## src/rtl/if_fetch_queue_if.sv

```systemverilog
// -----------------------------------------------------------------------------
// if_fetch_queue_if
//   Bundles the fetch front end's external handshakes: the redirect input, the
//   instruction-memory request/response channel and the IF/ID valid/ready
//   channel.
//
//   modport master : used by if_fetch_queue (drives imem request and IF/ID)
//   modport slave  : used by the environment (memory, decode, branch unit)
//
//   redirect_valid / redirect_pc      flush request and new fetch address
//   imem_req_valid / _ready / _addr   fetch request channel
//   imem_resp_valid / imem_resp_data  in-order instruction responses
//   id_valid / id_ready / id_instr / id_pc   head of queue towards decode
// -----------------------------------------------------------------------------
interface if_fetch_queue_if;
  logic        redirect_valid;
  logic [31:0] redirect_pc;
  logic        imem_req_valid;
  logic        imem_req_ready;
  logic [31:0] imem_req_addr;
  logic        imem_resp_valid;
  logic [31:0] imem_resp_data;
  logic        id_valid;
  logic        id_ready;
  logic [31:0] id_instr;
  logic [31:0] id_pc;

  modport master (
    input  redirect_valid, redirect_pc, imem_req_ready,
           imem_resp_valid, imem_resp_data, id_ready,
    output imem_req_valid, imem_req_addr, id_valid, id_instr, id_pc
  );

  modport slave (
    output redirect_valid, redirect_pc, imem_req_ready,
           imem_resp_valid, imem_resp_data, id_ready,
    input  imem_req_valid, imem_req_addr, id_valid, id_instr, id_pc
  );
endinterface

```

## src/rtl/if_fetch_queue.sv

```systemverilog
// -----------------------------------------------------------------------------
// if_fetch_queue
//   Instruction-fetch front end. Holds the fetch PC, issues in-order requests
//   to instruction memory, queues {pc, instr} pairs and presents them to decode
//   over valid/ready. A redirect flushes the queue, reloads the fetch PC and
//   arranges for all responses still in flight to be discarded.
//
//   Ports:
//     clk     in   rising-edge clock
//     reset   in   asynchronous active-low reset
//     fq      if   if_fetch_queue_if.master (redirect, imem req/resp, IF/ID)
//     perf_stall_cnt / perf_drop_cnt  out 32 (only with FETCH_PERF_EN)
//
//   Optional feature macro: FETCH_PERF_EN
//     defined   : adds saturating counters of decode-starved cycles
//                 (id_ready=1, id_valid=0) and of discarded responses.
//     undefined : the counters and their ports are absent.
//
//   Parameters: DEPTH (power of 2, >=2) queue entries and max outstanding
//   requests; RESET_PC fetch PC loaded on reset.
// -----------------------------------------------------------------------------
module if_fetch_queue #(
  parameter int          DEPTH    = 4,
  parameter logic [31:0] RESET_PC = 32'h0
) (
  input  logic              clk,
  input  logic              reset,
  if_fetch_queue_if.master  fq
`ifdef FETCH_PERF_EN
  ,
  output logic [31:0]       perf_stall_cnt,
  output logic [31:0]       perf_drop_cnt
`endif
);

  localparam int AW = $clog2(DEPTH);
  localparam int CW = AW + 1;

  // Queue storage and control state
  logic [31:0]     pc_q    [DEPTH];
  logic [31:0]     instr_q [DEPTH];
  logic [DEPTH-1:0] filled_q;

  logic [31:0]     fetch_pc_q, fetch_pc_d;
  logic [AW-1:0]   head_q, head_d;   // oldest allocated entry
  logic [AW-1:0]   tail_q, tail_d;   // next entry to allocate
  logic [AW-1:0]   fill_q, fill_d;   // oldest allocated-but-unfilled entry
  logic [CW-1:0]   occ_q, occ_d;     // allocated entries, filled or not
  logic [CW-1:0]   pend_q, pend_d;   // allocated entries awaiting data
  logic [CW-1:0]   drop_q, drop_d;   // in-flight responses to discard

  logic            head_filled;
  logic            room;
  logic            req_valid;
  logic            req_fire;
  logic            pop;
  logic            resp_fill;
  logic [CW-1:0]   flush_drop;

  logic [DEPTH-1:0] alloc_vec;
  logic [DEPTH-1:0] fill_vec;
  logic [DEPTH-1:0] pop_vec;

  // ---------------------------------------------------------------------------
  // Handshake decode
  // ---------------------------------------------------------------------------
  assign head_filled = filled_q[head_q];

  // Drop credits count against capacity so that every response that can still
  // arrive has a tracked slot or credit to land in.
  assign room      = ({1'b0, occ_q} + {1'b0, drop_q}) < (CW+1)'(DEPTH);
  // Gated by reset so the request stays low while reset is held.
  assign req_valid = reset & ~fq.redirect_valid & room;
  assign req_fire  = req_valid & fq.imem_req_ready;
  assign pop       = head_filled & fq.id_ready & ~fq.redirect_valid;
  assign resp_fill = fq.imem_resp_valid & (drop_q == '0) & ~fq.redirect_valid;

  assign fq.imem_req_valid = req_valid;
  assign fq.imem_req_addr  = fetch_pc_q;
  assign fq.id_valid       = head_filled;
  assign fq.id_pc          = head_filled ? pc_q[head_q]    : 32'h0;
  assign fq.id_instr       = head_filled ? instr_q[head_q] : 32'h0;

  // Per-entry write enables
  genvar gi;
  generate
    for (gi = 0; gi < DEPTH; gi++) begin : g_entry_en
      assign alloc_vec[gi] = req_fire  && (tail_q == AW'(gi));
      assign fill_vec[gi]  = resp_fill && (fill_q == AW'(gi));
      assign pop_vec[gi]   = pop       && (head_q == AW'(gi));
    end
  endgenerate

  // Responses outstanding at the redirect become drop credits; a response
  // arriving in the redirect cycle itself is consumed from that total.
  always_comb begin
    flush_drop = pend_q + drop_q;
    if (fq.imem_resp_valid && flush_drop != '0) begin
      flush_drop = flush_drop - CW'(1);
    end
  end

  // ---------------------------------------------------------------------------
  // Next-state logic
  // ---------------------------------------------------------------------------
  always_comb begin
    fetch_pc_d = fetch_pc_q;
    head_d     = head_q;
    tail_d     = tail_q;
    fill_d     = fill_q;
    occ_d      = occ_q;
    pend_d     = pend_q;
    drop_d     = drop_q;

    if (fq.redirect_valid) begin
      fetch_pc_d = {fq.redirect_pc[31:2], 2'b00};
      head_d     = '0;
      tail_d     = '0;
      fill_d     = '0;
      occ_d      = '0;
      pend_d     = '0;
      drop_d     = flush_drop;
    end else begin
      if (req_fire) begin
        fetch_pc_d = fetch_pc_q + 32'd4;
        tail_d     = tail_q + AW'(1);
      end
      if (resp_fill) begin
        fill_d = fill_q + AW'(1);
      end
      if (pop) begin
        head_d = head_q + AW'(1);
      end
      occ_d  = occ_q  + CW'(req_fire) - CW'(pop);
      pend_d = pend_q + CW'(req_fire) - CW'(resp_fill);
      if (fq.imem_resp_valid && drop_q != '0) begin
        drop_d = drop_q - CW'(1);
      end
    end
  end

  // ---------------------------------------------------------------------------
  // State registers
  // ---------------------------------------------------------------------------
  always_ff @(posedge clk or negedge reset) begin
    if (!reset) begin
      fetch_pc_q <= RESET_PC;
      head_q     <= '0;
      tail_q     <= '0;
      fill_q     <= '0;
      occ_q      <= '0;
      pend_q     <= '0;
      drop_q     <= '0;
    end else begin
      fetch_pc_q <= fetch_pc_d;
      head_q     <= head_d;
      tail_q     <= tail_d;
      fill_q     <= fill_d;
      occ_q      <= occ_d;
      pend_q     <= pend_d;
      drop_q     <= drop_d;
    end
  end

  // Filled flags: a popped slot is cleared so a later empty queue never sees a
  // stale flag at the head.
  always_ff @(posedge clk or negedge reset) begin
    if (!reset) begin
      filled_q <= '0;
    end else if (fq.redirect_valid) begin
      filled_q <= '0;
    end else begin
      filled_q <= (filled_q & ~alloc_vec & ~pop_vec) | fill_vec;
    end
  end

  always_ff @(posedge clk or negedge reset) begin
    if (!reset) begin
      for (int i = 0; i < DEPTH; i++) begin
        pc_q[i]    <= 32'h0;
        instr_q[i] <= 32'h0;
      end
    end else begin
      for (int i = 0; i < DEPTH; i++) begin
        if (alloc_vec[i]) pc_q[i]    <= fetch_pc_q;
        if (fill_vec[i])  instr_q[i] <= fq.imem_resp_data;
      end
    end
  end

`ifdef FETCH_PERF_EN
  // ---------------------------------------------------------------------------
  // Saturating performance counters
  // ---------------------------------------------------------------------------
  logic [31:0] stall_cnt_q;
  logic [31:0] drop_cnt_q;
  logic        discard;

  assign discard = fq.imem_resp_valid & ((drop_q != '0) | fq.redirect_valid);

  always_ff @(posedge clk or negedge reset) begin
    if (!reset) begin
      stall_cnt_q <= 32'h0;
      drop_cnt_q  <= 32'h0;
    end else begin
      if (fq.id_ready && !head_filled && stall_cnt_q != 32'hFFFF_FFFF) begin
        stall_cnt_q <= stall_cnt_q + 32'd1;
      end
      if (discard && drop_cnt_q != 32'hFFFF_FFFF) begin
        drop_cnt_q <= drop_cnt_q + 32'd1;
      end
    end
  end

  assign perf_stall_cnt = stall_cnt_q;
  assign perf_drop_cnt  = drop_cnt_q;
`endif

endmodule

```

## src/flat_wrapper.sv

```systemverilog
// flat-port wrapper written by rule: the top's interface ports become plain ports
module if_fetch_queue_flat 
#(
  parameter int          DEPTH    = 4,
  parameter logic [31:0] RESET_PC = 32'h0
)
  (clk, reset, fq_redirect_valid, fq_redirect_pc, fq_imem_req_ready, fq_imem_resp_valid, fq_imem_resp_data, fq_id_ready, fq_imem_req_valid, fq_imem_req_addr, fq_id_valid, fq_id_instr, fq_id_pc);
  if_fetch_queue_if fq_i ();
  input  logic clk;
  input  logic reset;
  input wire logic [$bits(fq_i.redirect_valid)-1:0] fq_redirect_valid;
  input wire logic [$bits(fq_i.redirect_pc)-1:0] fq_redirect_pc;
  input wire logic [$bits(fq_i.imem_req_ready)-1:0] fq_imem_req_ready;
  input wire logic [$bits(fq_i.imem_resp_valid)-1:0] fq_imem_resp_valid;
  input wire logic [$bits(fq_i.imem_resp_data)-1:0] fq_imem_resp_data;
  input wire logic [$bits(fq_i.id_ready)-1:0] fq_id_ready;
  output wire logic [$bits(fq_i.imem_req_valid)-1:0] fq_imem_req_valid;
  output wire logic [$bits(fq_i.imem_req_addr)-1:0] fq_imem_req_addr;
  output wire logic [$bits(fq_i.id_valid)-1:0] fq_id_valid;
  output wire logic [$bits(fq_i.id_instr)-1:0] fq_id_instr;
  output wire logic [$bits(fq_i.id_pc)-1:0] fq_id_pc;
  assign fq_i.redirect_valid = fq_redirect_valid;
  assign fq_i.redirect_pc = fq_redirect_pc;
  assign fq_i.imem_req_ready = fq_imem_req_ready;
  assign fq_i.imem_resp_valid = fq_imem_resp_valid;
  assign fq_i.imem_resp_data = fq_imem_resp_data;
  assign fq_i.id_ready = fq_id_ready;
  assign fq_imem_req_valid = fq_i.imem_req_valid;
  assign fq_imem_req_addr = fq_i.imem_req_addr;
  assign fq_id_valid = fq_i.id_valid;
  assign fq_id_instr = fq_i.id_instr;
  assign fq_id_pc = fq_i.id_pc;
  if_fetch_queue #(.DEPTH(DEPTH), .RESET_PC(RESET_PC)) u_core (.clk(clk), .reset(reset), .fq(fq_i));
endmodule
```

## config.mk

```make
export PLATFORM = sky130hd
export DESIGN_NAME = if_fetch_queue_flat
export DESIGN_NICKNAME = d
export VERILOG_FILES = /design/src/rtl/if_fetch_queue_if.sv /design/src/rtl/if_fetch_queue.sv /design/src/flat_wrapper.sv
export SDC_FILE = /design/constraint.sdc
export NUM_CORES = 1
export LEC_CHECK = 0
export BUFFER_PORTS_ARGS = -buffer_cell sky130_fd_sc_hd__buf_2
export CAP_MARGIN = 10
export CORE_UTILIZATION = 38
export DETAILED_ROUTE_END_ITERATION = 16
export SYNTH_ARGS = -nofsm -noshare
export SYNTH_HDL_FRONTEND = slang
export SYNTH_SLANG_ARGS = --single-unit
```

## constraint.sdc

```tcl
create_clock -name clk -period 3.85 [get_ports clk]
set_input_delay 0.77 -clock clk [delete_from_list [all_inputs] [get_ports clk]]
set_output_delay 0.77 -clock clk [all_outputs]
set_load 0.1 [all_outputs]
```

==> metrics <==
reg2reg setup slack 1.07 ns; fraction of registers with async set or reset after synthesis 1.00; cell count after synthesis 1054; Setup TNS Final 0 ns; slowest stage cell, crit path sky130_fd_sc_hd__buf_4; final worst path period need 3.35 ns; Reg2Reg Depth 8; WP data arrival 2.58 ns; kind of cell with the highest combined delay on the critical path buffers and inverters; vias post-DR 9006; setup-violating endpoint count in the final report 0; critical path endpoint category output pin; antenna cells 0; buffer cell driving the clock tree root sky130_fd_sc_hd__clkbuf_16; vertical die dimension 195 microns; ratio of final minimum period to clock period 0.871; vias in the first global route 9425; global route overflow 0; Clock power frac 0.282; Leak Pwr 8.08 nW; CTS-repair resized insts 0; final slew viol count 0; achievable clock frequency 0.298 GHz; clock transition at the registers of the reported paths 0.06 ns; Hold Crit Class in -> async; commonest cells after routing, fill and taps aside 295 x sky130_fd_sc_hd__dfrtp_1, 236 x sky130_fd_sc_hd__mux2_2, 97 x sky130_fd_sc_hd__buf_2; CP max FO 65; critical path data required time 3.08 ns; origin of the critical flop-to-flop path u_core.drop_q[2]; destination of the worst register-to-register timing path u_core.pc_q[70]; maximum ir drop on the vdd rail 0.302 mV; max capacitance violation total 0; cell area power density 645 mW/mm^2; I/O Pins 168; count of clock tree sinks 297; per-cell routed wire length 19.3 microns; leading cell type in the layout, fill and taps excluded sky130_fd_sc_hd__dfrtp_1; via density per instance 5.34; Layout Area Growth over Synthesis 23.8%; buffer and inverter count on the worst path 2; setup slack after placement 0.777 ns; share of total power consumed by net switching 0.342; class of the most critical setup path reg -> out; critical path launch point type flip-flop; residual DRC count 0; total core area 0.0366 sq mm; number of antenna violations at the first check in global routing 0; Most used DFF post-synth sky130_fd_sc_hd__dfrtp_1; Die Span X 195 microns; Buffers on Ports 161; register share of total power 0.382; Detailed Route WL 32500 microns; fraction of final layout cells sized beyond drive strength 1 0.444; die area 0.0380 sq mm; internal power contribution 7.45 mW; final hold vios 0; cell area after synthesis 0.0142 sq mm; starting density of the core 0.387; number of filler cells placed in the layout 3234; insertion delay of the later-clocked pin in the worst-skew pair 0.51 ns; nets@finish 1293; H-tree Lvls 2; number of warnings issued by yosys 0; number of search-and-repair iterations in the first detailed-routing pass 4; Iteration-0 DRC Markers 443; maximum number of pins on one net before global-route repair 169; Post-CTS Setup Repair Bufs 0; area of the multi-input gates 0.00632 sq mm; CTS max path bufs 3; syn avg cell area 13.4 sq um; unrepaired setup endpoints after global routing no; headroom to the max-slew limit 0.271; post-synth cell types 46; placed wire-length estimate 20200 microns; actual slew at the worst max-slew pin 1.09 ns; Worst Setup Slack, final 0.497 ns; number of placement rows 70; number of antenna-violating nets in the routed design 0; first element of the critical path u_core.head_q[1]; area taken by flip-flops and latches 0.00744 sq mm; combinational fraction of design power 0.336; number of synthesized flops with an enable pin 0; global-route wire length before repair 53200 microns; worst-path cell chain buf_4, mux4_2, and2_1, buf_12; routability congestion estimate 0.785; total CTS buffers 35; worst setup skew after layout 0.0181 ns; register bit count reported by yosys 297; Psw 3.86 mW; sequential share of the synthesized area 0.525; worst stage delay on the critical path 0.84 ns; number of hold buffers added after CTS 0; status finished, final reports clean; clock tree from TritonCTS yes; total global-route track usage 0.176
==> metrics by stage <==
| step | power (mW) | instances | instance area (sq um) | hold slack (ns) | utilization |
|---|---|---|---|---|---|
| final | 11.3 | 1685 | 17500 | 0.415 | 0.479 |
| after global routing | 11.9 | 1685 | 17500 | 0.468 | 0.479 |
| after CTS | 11.5 | 1685 | 17500 | 0.425 | 0.479 |
| after detailed placement | 8.21 | 1627 | 16400 | 0.469 | 0.449 |
| after global placement | 8.11 | 1627 | 16400 | 0.459 | 0.449 |
| after floorplan | 7.04 | 1057 | 14200 | 0.445 | - |
==> sequential cells by signal (all words and copies together) (netlist names) <==
| register | cells |
|---|---|
| u_core.drop_q | 3 |
| u_core.fill_q | 2 |
| u_core.filled_q | 4 |
| u_core.fq.imem_req_addr | 30 |
| u_core.head_q | 2 |
| u_core.instr_q | 128 |
| u_core.occ_q | 3 |
| u_core.pc_q | 120 |
| u_core.pend_q | 3 |
| u_core.tail_q | 2 |
==> Yosys cell counts (2+ instances only) <==
cell type                  number  share of area
sky130_fd_sc_hd__nand2_1       66          0.017
sky130_fd_sc_hd__nor2_1        23         0.0061
sky130_fd_sc_hd__o211ai_1       5         0.0027
sky130_fd_sc_hd__a21boi_0       2         0.0011
sky130_fd_sc_hd__mux4_2        63           0.10
sky130_fd_sc_hd__ha_1          24          0.021
sky130_fd_sc_hd__nand3_1       15         0.0053
sky130_fd_sc_hd__nor2b_1        7         0.0031
sky130_fd_sc_hd__xnor2_1        8         0.0049
sky130_fd_sc_hd__a21oi_1       10         0.0035
sky130_fd_sc_hd__o311ai_0      12         0.0074
sky130_fd_sc_hd__o21ai_0       38          0.013
sky130_fd_sc_hd__dfrtp_1      297           0.52
sky130_fd_sc_hd__nand4_1       20         0.0088
sky130_fd_sc_hd__a22oi_1        3         0.0016
sky130_fd_sc_hd__a31oi_1        5         0.0022
sky130_fd_sc_hd__mux2i_1        9         0.0064
sky130_fd_sc_hd__xor2_1         3         0.0019
sky130_fd_sc_hd__clkbuf_1      48          0.013
sky130_fd_sc_hd__fa_1           3         0.0042
sky130_fd_sc_hd__inv_1         24         0.0064
sky130_fd_sc_hd__mux2_2       236           0.19
sky130_fd_sc_hd__or3_1          2        0.00088
sky130_fd_sc_hd__a221o_1        3         0.0021
sky130_fd_sc_hd__or4_4          2         0.0016
sky130_fd_sc_hd__nand3b_1       2         0.0011
sky130_fd_sc_hd__nor4_1         2        0.00088
sky130_fd_sc_hd__o31ai_1        2         0.0011
sky130_fd_sc_hd__nor3_1         7         0.0025
sky130_fd_sc_hd__and2_1        65          0.029
sky130_fd_sc_hd__buf_2          6         0.0021
sky130_fd_sc_hd__and3_1         5         0.0022
sky130_fd_sc_hd__buf_1         21         0.0056
sky130_fd_sc_hd__buf_4          4         0.0021
==> worst max path at each step <==
stage / end / depth (start not counted)
after CTS: fq_id_pc[22] / 4
after floorplan: fq_id_pc[20] / 5
after detailed placement: u_core.pc_q[77] / 8
after global routing: fq_id_pc[22] / 4
final: fq_id_pc[22] / 4
after global placement: u_core.pc_q[79] / 8
==> power by group through the flow <==
| stage | clock network (mW) | logic, mW | registers, mW |
|---|---|---|---|
| global route | 3.41 | 4.06 | 4.43 |
| CTS | 3.29 | 3.85 | 4.32 |
| detailed placement | 0 | 3.84 | 4.37 |
| floorplan | 0 | 2.55 | 4.49 |
| finish | 3.19 | 3.80 | 4.32 |
| global placement | 0 | 3.77 | 4.34 |
==> metal layers <==
layer / up-vias / share of wire / track usage
met2: 204 / 0.48 / 0.290
met3: 43 / 0.043 / 0.0283
met1: 4656 / 0.46 / 0.246
li1: 4103 / - / -
met5: - / 0 / 0
met4: 0 / 0.016 / 0.0397
==> worst reg2reg max path, delay by kind of cell (launching register included) <==
kind	cells	cell delay, ns
adders and majority gates	1	0.32
buffers and inverters	3	0.76
DFF	1	0.45
muxes	1	0.28
and+or+nand+nor	3	0.85
==> area by class of cell <==
cell class                      count  share of cell area
Timing Repair Buffer              182               0.113
Tap cell                          468              0.0334
Clock inverter                      9             0.00528
Inverter                           25             0.00535
Sequential cell                   297               0.424
Clock buffer                       49              0.0582
Multi-Input combinational cell    655               0.361
==> logic make-up after synthesis <==
group | Yosys count | synth area share
xor gates and xnor gates | 11 | 0.00680
DFF | 297 | 0.525
adders and majority gates | 27 | 0.0254
buffers and inverters | 105 | 0.0295
AOI/OAI and AO/OA | 83 | 0.0368
and+or+nand+nor | 222 | 0.0822
muxes | 308 | 0.294
other | 1 | 0.000265
No activity file was read; power rests on OpenSTA's default activity.
